### src/rtl/memory_stage.sv
// memory_stage: memory stage of a 5-stage RV64 pipeline.
//
// Runs a single-outstanding data-memory request/ack handshake for loads and
// stores and stalls IF/ID/EX while it is in flight. Store data is shifted
// into byte lanes with matching strobes. Load data is extracted from the
// 64-bit bus word and sign/zero extended. The block also drives the EX
// forwarding value and the MEM/WB pipeline register.
//
// Optional feature: define MEM_MISALIGN_CHECK_EN to flag accesses not aligned
// to their size. A flagged access issues no request, does not stall and
// retires with reg_we=0. When undefined, o_misalign is tied low and
// misaligned accesses simply use the lane shift. Bytes beyond lane 7 are lost.
//
// Ports:
//   i_clk, i_arst            clock (rising edge), async active-low reset
//   i_alu_result .. i_a0_reg_lsb   execute pipeline register outputs
//   o_dmem_* / i_dmem_*      data memory request/ack interface
//   o_stall_mem              stall request to IF/ID/EX
//   o_forward_value          EX forwarding value (combinational)
//   o_misalign               misaligned access flag
//   o_result_src .. o_a0_reg_lsb   MEM/WB pipeline register
module memory_stage #(
    parameter int unsigned ADDR_WIDTH = 64,
    parameter int unsigned DATA_WIDTH = 64,
    parameter int unsigned REG_ADDR_W = 5
) (
    input  logic                  i_clk,
    input  logic                  i_arst,
    input  logic [ADDR_WIDTH-1:0] i_alu_result,
    input  logic [DATA_WIDTH-1:0] i_write_data,
    input  logic [2:0]            i_func3,
    input  logic                  i_mem_access,
    input  logic                  i_mem_we,
    input  logic                  i_reg_we,
    input  logic [REG_ADDR_W-1:0] i_rd_addr,
    input  logic [2:0]            i_result_src,
    input  logic [1:0]            i_forward_src,
    input  logic [ADDR_WIDTH-1:0] i_pc_plus4,
    input  logic [ADDR_WIDTH-1:0] i_pc_target,
    input  logic [DATA_WIDTH-1:0] i_imm_ext,
    input  logic                  i_ecall_instr,
    input  logic                  i_a0_reg_lsb,
    output logic                  o_dmem_req,
    output logic                  o_dmem_we,
    output logic [ADDR_WIDTH-1:0] o_dmem_addr,
    output logic [DATA_WIDTH-1:0] o_dmem_wdata,
    output logic [7:0]            o_dmem_wstrb,
    input  logic                  i_dmem_ack,
    input  logic [DATA_WIDTH-1:0] i_dmem_rdata,
    output logic                  o_stall_mem,
    output logic [DATA_WIDTH-1:0] o_forward_value,
    output logic                  o_misalign,
    output logic [2:0]            o_result_src,
    output logic                  o_reg_we,
    output logic [REG_ADDR_W-1:0] o_rd_addr,
    output logic [ADDR_WIDTH-1:0] o_alu_result,
    output logic [DATA_WIDTH-1:0] o_read_data,
    output logic [ADDR_WIDTH-1:0] o_pc_plus4,
    output logic [ADDR_WIDTH-1:0] o_pc_target,
    output logic [DATA_WIDTH-1:0] o_imm_ext,
    output logic                  o_ecall_instr,
    output logic                  o_a0_reg_lsb
);

    typedef enum logic [1:0] {StIdle, StReq, StDone} state_e;

    state_e                state_q, state_d;
    logic [ADDR_WIDTH-1:0] addr_q, addr_d;
    logic [DATA_WIDTH-1:0] wdata_q, wdata_d;
    logic [7:0]            wstrb_q, wstrb_d;
    logic                  we_q, we_d;
    logic [2:0]            off_q, off_d;
    logic [2:0]            func3_q, func3_d;
    logic [DATA_WIDTH-1:0] rdata_q, rdata_d;

    logic [2:0]            off_in;
    logic                  misalign_in;
    logic [7:0]            strb_base;
    logic [DATA_WIDTH-1:0] load_shift;
    logic [DATA_WIDTH-1:0] load_ext;
    logic [DATA_WIDTH-1:0] read_data_d;

    assign off_in = i_alu_result[2:0];

`ifdef MEM_MISALIGN_CHECK_EN
    always_comb begin
        misalign_in = 1'b0;
        case (i_func3[1:0])
            2'd1:    misalign_in = off_in[0];
            2'd2:    misalign_in = |off_in[1:0];
            2'd3:    misalign_in = |off_in;
            default: misalign_in = 1'b0;
        endcase
    end
`else
    assign misalign_in = 1'b0;
`endif

    always_comb begin
        strb_base = 8'h01;
        case (i_func3[1:0])
            2'd0:    strb_base = 8'h01;
            2'd1:    strb_base = 8'h03;
            2'd2:    strb_base = 8'h0F;
            default: strb_base = 8'hFF;
        endcase
    end

    always_comb begin
        state_d = state_q;
        addr_d  = addr_q;
        wdata_d = wdata_q;
        wstrb_d = wstrb_q;
        we_d    = we_q;
        off_d   = off_q;
        func3_d = func3_q;
        rdata_d = rdata_q;
        case (state_q)
            StIdle: begin
                if (i_mem_access && !misalign_in) begin
                    state_d = StReq;
                    addr_d  = {i_alu_result[ADDR_WIDTH-1:3], 3'b000};
                    wdata_d = i_write_data << {off_in, 3'b000};
                    wstrb_d = strb_base << off_in;
                    we_d    = i_mem_we;
                    off_d   = off_in;
                    func3_d = i_func3;
                end
            end
            StReq: begin
                if (i_dmem_ack) begin
                    state_d = StDone;
                    if (!we_q) rdata_d = i_dmem_rdata;
                end
            end
            StDone:  state_d = StIdle;
            default: state_d = StIdle;
        endcase
    end

    // Payload registers keep the last request; only req qualifies them.
    always_ff @(posedge i_clk or negedge i_arst) begin
        if (!i_arst) begin
            state_q <= StIdle;
            addr_q  <= '0;
            wdata_q <= '0;
            wstrb_q <= '0;
            we_q    <= 1'b0;
            off_q   <= '0;
            func3_q <= '0;
            rdata_q <= '0;
        end else begin
            state_q <= state_d;
            addr_q  <= addr_d;
            wdata_q <= wdata_d;
            wstrb_q <= wstrb_d;
            we_q    <= we_d;
            off_q   <= off_d;
            func3_q <= func3_d;
            rdata_q <= rdata_d;
        end
    end

    assign o_dmem_req   = (state_q == StReq);
    assign o_dmem_we    = we_q;
    assign o_dmem_addr  = addr_q;
    assign o_dmem_wdata = wdata_q;
    assign o_dmem_wstrb = wstrb_q;

    assign o_stall_mem = i_mem_access && !misalign_in && (state_q != StDone);
    assign o_misalign  = i_mem_access && misalign_in && (state_q == StIdle);

    assign load_shift = rdata_q >> {off_q, 3'b000};

    always_comb begin
        load_ext = '0;
        case (func3_q)
            3'd0:    load_ext = {{56{load_shift[7]}}, load_shift[7:0]};
            3'd1:    load_ext = {{48{load_shift[15]}}, load_shift[15:0]};
            3'd2:    load_ext = {{32{load_shift[31]}}, load_shift[31:0]};
            3'd3:    load_ext = load_shift;
            3'd4:    load_ext = {56'd0, load_shift[7:0]};
            3'd5:    load_ext = {48'd0, load_shift[15:0]};
            3'd6:    load_ext = {32'd0, load_shift[31:0]};
            default: load_ext = '0;
        endcase
    end

    // Only a load retiring from DONE returns memory data.
    assign read_data_d = (i_mem_access && !we_q && (state_q == StDone)) ? load_ext : '0;

    always_comb begin
        o_forward_value = i_alu_result;
        case (i_forward_src)
            2'd0:    o_forward_value = i_alu_result;
            2'd1:    o_forward_value = i_pc_target;
            2'd2:    o_forward_value = i_imm_ext;
            default: o_forward_value = i_pc_plus4;
        endcase
    end

    // MEM/WB register: a stalled cycle inserts an all-zero bubble.
    always_ff @(posedge i_clk or negedge i_arst) begin
        if (!i_arst) begin
            o_result_src  <= '0;
            o_reg_we      <= 1'b0;
            o_rd_addr     <= '0;
            o_alu_result  <= '0;
            o_read_data   <= '0;
            o_pc_plus4    <= '0;
            o_pc_target   <= '0;
            o_imm_ext     <= '0;
            o_ecall_instr <= 1'b0;
            o_a0_reg_lsb  <= 1'b0;
        end else if (o_stall_mem) begin
            o_result_src  <= '0;
            o_reg_we      <= 1'b0;
            o_rd_addr     <= '0;
            o_alu_result  <= '0;
            o_read_data   <= '0;
            o_pc_plus4    <= '0;
            o_pc_target   <= '0;
            o_imm_ext     <= '0;
            o_ecall_instr <= 1'b0;
            o_a0_reg_lsb  <= 1'b0;
        end else begin
            o_result_src  <= i_result_src;
            o_reg_we      <= i_reg_we && !o_misalign;
            o_rd_addr     <= i_rd_addr;
            o_alu_result  <= i_alu_result;
            o_read_data   <= read_data_d;
            o_pc_plus4    <= i_pc_plus4;
            o_pc_target   <= i_pc_target;
            o_imm_ext     <= i_imm_ext;
            o_ecall_instr <= i_ecall_instr;
            o_a0_reg_lsb  <= i_a0_reg_lsb;
        end
    end

endmodule

### config.mk
export PLATFORM = sky130hd
export DESIGN_NAME = memory_stage
export DESIGN_NICKNAME = d
export VERILOG_FILES = /design/src/rtl/memory_stage.sv
export SDC_FILE = /design/constraint.sdc
export NUM_CORES = 1
export LEC_CHECK = 0
export CORE_AREA = 5 5 363 365
export CTS_CLUSTER_SIZE = 12
export DETAILED_ROUTE_END_ITERATION = 8
export DIE_AREA = 0 0 368 370
export PLACE_DENSITY_LB_ADDON = 0.05
export SYNTH_ARGS = -nofsm -noshare
export SYNTH_HDL_FRONTEND = slang
export SYNTH_SLANG_ARGS = --single-unit
### constraint.sdc
create_clock -name i_clk -period 2.8 [get_ports i_clk]
set_input_delay 0.42 -clock i_clk [delete_from_list [all_inputs] [get_ports i_clk]]
set_output_delay 0.42 -clock i_clk [all_outputs]
set_load 0.02 [all_outputs]
## After elaboration in Yosys (flattened, before gate mapping)

Index checks and enable logic that the tools add are counted.
W data, S select, Z words.

| storage, ports and cells | value |
|---|---|
| register bits | 537 |
| bits of input ports | 405 |
| output and inout bits | 535 |
| word-level logic and storage cells | 65 |

| operators by class | value |
|---|---|
| equality and inequality tests | 15 |
| shift operators | 3 |
| multiplexer cells | 17 |
| bitwise gates (word level) | 1 |
| reductions and logical operators | 11 |

Operators with widths:

| cell | number |
|---|---|
| $pmux W64 S7 | 1 |
| $mux W64 | 6 |
| $pmux W64 S3 | 1 |
| $shl A64 B6 Y64 | 1 |
| $shr A64 B6 Y64 | 1 |
| $pmux W8 S3 | 1 |
| $eq A3 B3 Y1 const B | 3 |
| $shl A8 B3 Y8 | 1 |
| $eq A2 B1 Y1 const B | 3 |
| $eq A2 B2 Y1 const B | 3 |
| $eq A3 B2 Y1 const B | 2 |
| $logic_not A2 Y1 | 3 |
| $mux W5 | 1 |
| $mux W2 | 2 |
| $ne A2 B2 Y1 const B | 2 |
| $pmux W2 S2 | 1 |
| $reduce_and A2 Y1 | 2 |
| $eq A3 B1 Y1 const B | 1 |
| $logic_and A1 B1 Y1 | 3 |
| $logic_not A3 Y1 | 1 |
| $mux W1 | 3 |
| $mux W3 | 1 |
| $reduce_and A3 Y1 | 1 |
| $ne A2 B1 Y1 const B | 1 |
| 2 further kinds | 2 |

## Depth between registers and ports, before layout

| depth | value |
|---|---|
| depth in word-level cells | 5 |
| depth in mapped cells | 9 |
| gate-level depth less buffers | 5 |

## Worst setup path after synthesis

OpenSTA, ideal clock, no wires.

| timing path | value |
|---|---|
| path kind | in2out |
| from | input port i_forward_src[0] |
| to | output port o_forward_value[10] |
| data arrival time | 1.980 ns |
| required time | 2.380 ns |
| path slack | 0.400 ns |
| stages on the path | 3 |
| buffers on the path | 2 |
| cell sequence | clkbuf_1 > buf_1 > mux4_2 |

| between the ends | value |
|---|---|
| word-level cells in the longest chain between the ends | 2 |
| elaborated cells between the ends (all ways) | 4 |
| classes of those cells | eq/ne: 2; mux: 1; reduce/logical: 1 |

RTL lines:

| item | line | source |
|---|---|---|
| start, declared | 37 | `input logic [1:0] i_forward_src,` |
| $eq A2 B2 Y1 (tied with other cells) | 194 | `case (i_forward_src)` |
| $pmux W64 S3 (*) | 194 |  |
| end, declared | 51 | `output logic [DATA_WIDTH-1:0] o_forward_value,` |

Mark *: on every way between the ends. The rest lies on a longest branch, timed or not.

## Final worst setup path

| timing path | value |
|---|---|
| from | input port i_pc_target[35] |
| to | output port o_forward_value[35] |

| between the ends | value |
|---|---|
| word-level cells in the longest chain between the ends | 1 |

RTL lines:

| item | line | source |
|---|---|---|
| start, declared | 39 | `input logic [ADDR_WIDTH-1:0] i_pc_target,` |
| $pmux W64 S3 | 194 |  |

No other way between the ends.

==> results.ini <==
[pwr]
p_sw_frac = 0.363
p_int_mw = 20.3
irDropWorstVdd_uv = 456
power_switching_mw = 11.5
leakagePower_nw = 15.7
pwr-share-clk = 0.298
power.density_nw_per_um2 = 852
combPwrFrac = 0.369
p_seq_frac = 0.334

[timing]
rsz0062_at_grt = false
worstMarginPinSlew_ps = 870
maxSlewHeadroom = 0.413
setup_viol = 0
fin_setup_tns_ps = 0
maxSlewViolCount = 0
fmax_mhz = 392
finalClockSkew_ps = 19.7
hold_viol = 0
hold_slack_ps = 331
fin_crit_ps = 2550
fin_crit_sh = 0.910

[logic_synthesis]
synth_ff_type = dfrtp_1
syn_area_um2 = 23100
synthArstFlopShare = 1.00
yosysWarnings = 0
ys_types = 46
synth_cells = 1931
syn_avg_cell_area_um2 = 12.0
ys_seq_elements = 537
ys_seq_area_frac = 0.582
synth_enable_flop_cells = 0

[cts]
clkSinkCount = 537
insertion_delay_ps = 650
clockBufferDepth = 3
cts_root_buf = clkbuf_16
cts_setup_buffers = 0
cts-resized-gates = 0
cts.clk_slew.worst_paths_ps = 60
h-tree-depth = 3
numCtsBuffers = 73
cts_tree = yes

[routing]
drt_iter0_markers = 982
via_per_inst = 4.11
dr.pass1.iters = 5
avgRoutedWirePerCell_um = 28.5
vias = 19000
routed_wirelength_um = 132000
drtAntennaViolNets = 0
drc = 0

[global_routing]
grt_pass1_vias = 20900
grt_max_degree = 109
grt_pass1_wl_um = 179000
grt_usage = 0.187
grt-ovfl-total = 0
antenna_found_initial = 36

[job]
maxCapViolCount = 0

[critical_path]
worstRegToRegCells = 6
path_class = primary input to output pin
end_kind = output pin
critical_path_required_ps = 2380
slowest_delay_ps = 660
r2r_end = o_read_data[62]$_DFF_PN0_
worst_path_most_repeated_cell = clkdlybuf4s50_1
path_max_fanout = 2
slowest_stage = clkdlybuf4s50_1
crit_chain = clkdlybuf4s50_1, mux4_2, clkdlybuf4s50_1
r2r_start = off_q[1]$_DFFE_PN0P_
crit_arrival_ps = 2130
reg2reg_setup_slack_ps = 350
crit_path_start_kind = primary input

[floorplanning]
start_util = 0.180
num_rows = 132
io_pins = 940
dieArea_um2 = 136000
core_area_um2 = 128000
die_y_um = 370
die_width_um = 368

[worst_hold_path]
hold_class = primary input to register
hp-start = i_a0_reg_lsb
worstHoldPathCells = 2
min_to = o_a0_reg_lsb$_DFF_PN0_

[placement]
gp_congestion = 0.862
hpwl_um = 104000
portBuffers = 935

[final_layout]
areaGrowthSynthToFinish_pct = 61.7
final_common_cell = clkdlybuf4s50_1
drive_above_1_share = 0.145
fill_cells = 13200
mostFrequentLayoutCells = clkdlybuf4s50_1 (925), dfrtp_1 (534), nand2_1 (334)
nets = 3278

[status]
status = completed

-- repair_timing --
action | in CTS | in global routing
endpoints found under the setup margin | 0 | 0
hold buffers | 1 | 0
hold endpoints to repair | 43 | 0
-- worst max path at each step --
stage / from / to
final: i_pc_target[35] / o_forward_value[35]
after global routing: i_imm_ext[9] / o_forward_value[9]
after CTS: i_imm_ext[9] / o_forward_value[9]
after detailed placement: i_imm_ext[9] / o_forward_value[9]
after global placement: i_imm_ext[9] / o_forward_value[9]
after floorplan: i_forward_src[0] / o_forward_value[10]
-- critical path: cells and delay by family --
kind | cells | cell delay (ps)
mux | 1 | 490
buf+inv | 2 | 1200
-- cell type report --
type	count	area [um2]	area share
sequential	537	13400	0.360
timing repair buffer	1015	10300	0.275
multi-input combinational	1236	9030	0.242
clock buffer	110	2210	0.0592
tap	1675	2100	0.0561
clock inverter	23	224	0.00600
antenna	17	42.5	0.00114
inverter	10	37.5	0.00101
-- Yosys cell counts, types with 2 or more instances --
master / n / area share
a211oi_1: 16 / 0.0052
a21oi_1: 64 / 0.014
a21oi_2: 5 / 0.0019
a22o_1: 24 / 0.0091
a22oi_1: 8 / 0.0026
and2_1: 270 / 0.073
buf_1: 14 / 0.0023
buf_2: 24 / 0.0052
buf_4: 5 / 0.0016
buf_6: 3 / 0.0015
clkbuf_1: 105 / 0.017
dfrtp_1: 537 / 0.58
inv_1: 10 / 0.0016
mux2_2: 113 / 0.055
mux2i_1: 87 / 0.038
mux4_2: 79 / 0.077
nand2_1: 336 / 0.055
nand2b_1: 15 / 0.0041
nand3b_1: 2 / 0.00065
nor2_1: 41 / 0.0067
nor2b_1: 28 / 0.0076
nor3_1: 3 / 0.00065
o211ai_1: 2 / 0.00065
o21a_1: 10 / 0.0033
o21ai_0: 84 / 0.018
o221ai_1: 8 / 0.0030
o22ai_1: 8 / 0.0022
o31ai_1: 4 / 0.0013
or2_2: 2 / 0.00054
or3_1: 3 / 0.00081
or3b_2: 6 / 0.0023
-- routing by layer --
metal / track usage / wire (um)
met5: 0 / 144
met4: 0.0455 / 3200
met3: 0.0635 / 10000
met2: 0.334 / 67600
met1: 0.215 / 50800
-- stage by stage --
| stage | total power, mW | utilization | area (um2) | instances | setup WS [ps] |
|---|---|---|---|---|---|
| after detailed placement | 22.7 | 0.271 | 34800 | 4472 | 168 |
| after CTS | 32.6 | 0.290 | 37300 | 4606 | 168 |
| final | 31.8 | 0.291 | 37300 | 4623 | 251 |
| after global placement | 22.8 | 0.271 | 34800 | 4472 | 170 |
| after global routing | 33.5 | 0.290 | 37300 | 4613 | 166 |
| after floorplan | 16.4 | - | 23100 | 1934 | 400 |
-- sequential cells by signal, summed over array words and instances (netlist names), 5 cells and up --
signal        cells
o_alu_result     64
o_dmem_addr      61
o_pc_target      64
o_dmem_wdata     64
o_imm_ext        64
o_read_data      64
o_dmem_wstrb      8
o_rd_addr         5
o_pc_plus4       64
rdata_q          64
-- kinds of logic after synthesis --
| group | count (synthesis) | synth area share |
|---|---|---|
| AND/OR/NAND/NOR | 712 | 0.153 |
| other | 1 | 0.000162 |
| buffers and inverters | 161 | 0.0293 |
| flip-flops | 537 | 0.582 |
| multiplexers | 280 | 0.171 |
| AO/OA/AOI/OAI | 240 | 0.0645 |
-- power groups by stage --
stage | Combinational [mW] | Sequential (mW) | Clock (mW)
4_1_cts | 12.0 | 10.7 | 9.89
5_1_grt | 12.6 | 10.8 | 10.1
6_report | 11.7 | 10.6 | 9.47
3_5_place_dp | 12.0 | 10.7 | 0
3_3_place_gp | 12.0 | 10.7 | 0
2_1_floorplan | 4.76 | 11.6 | 0
Power figures use the tool's default switching activity.
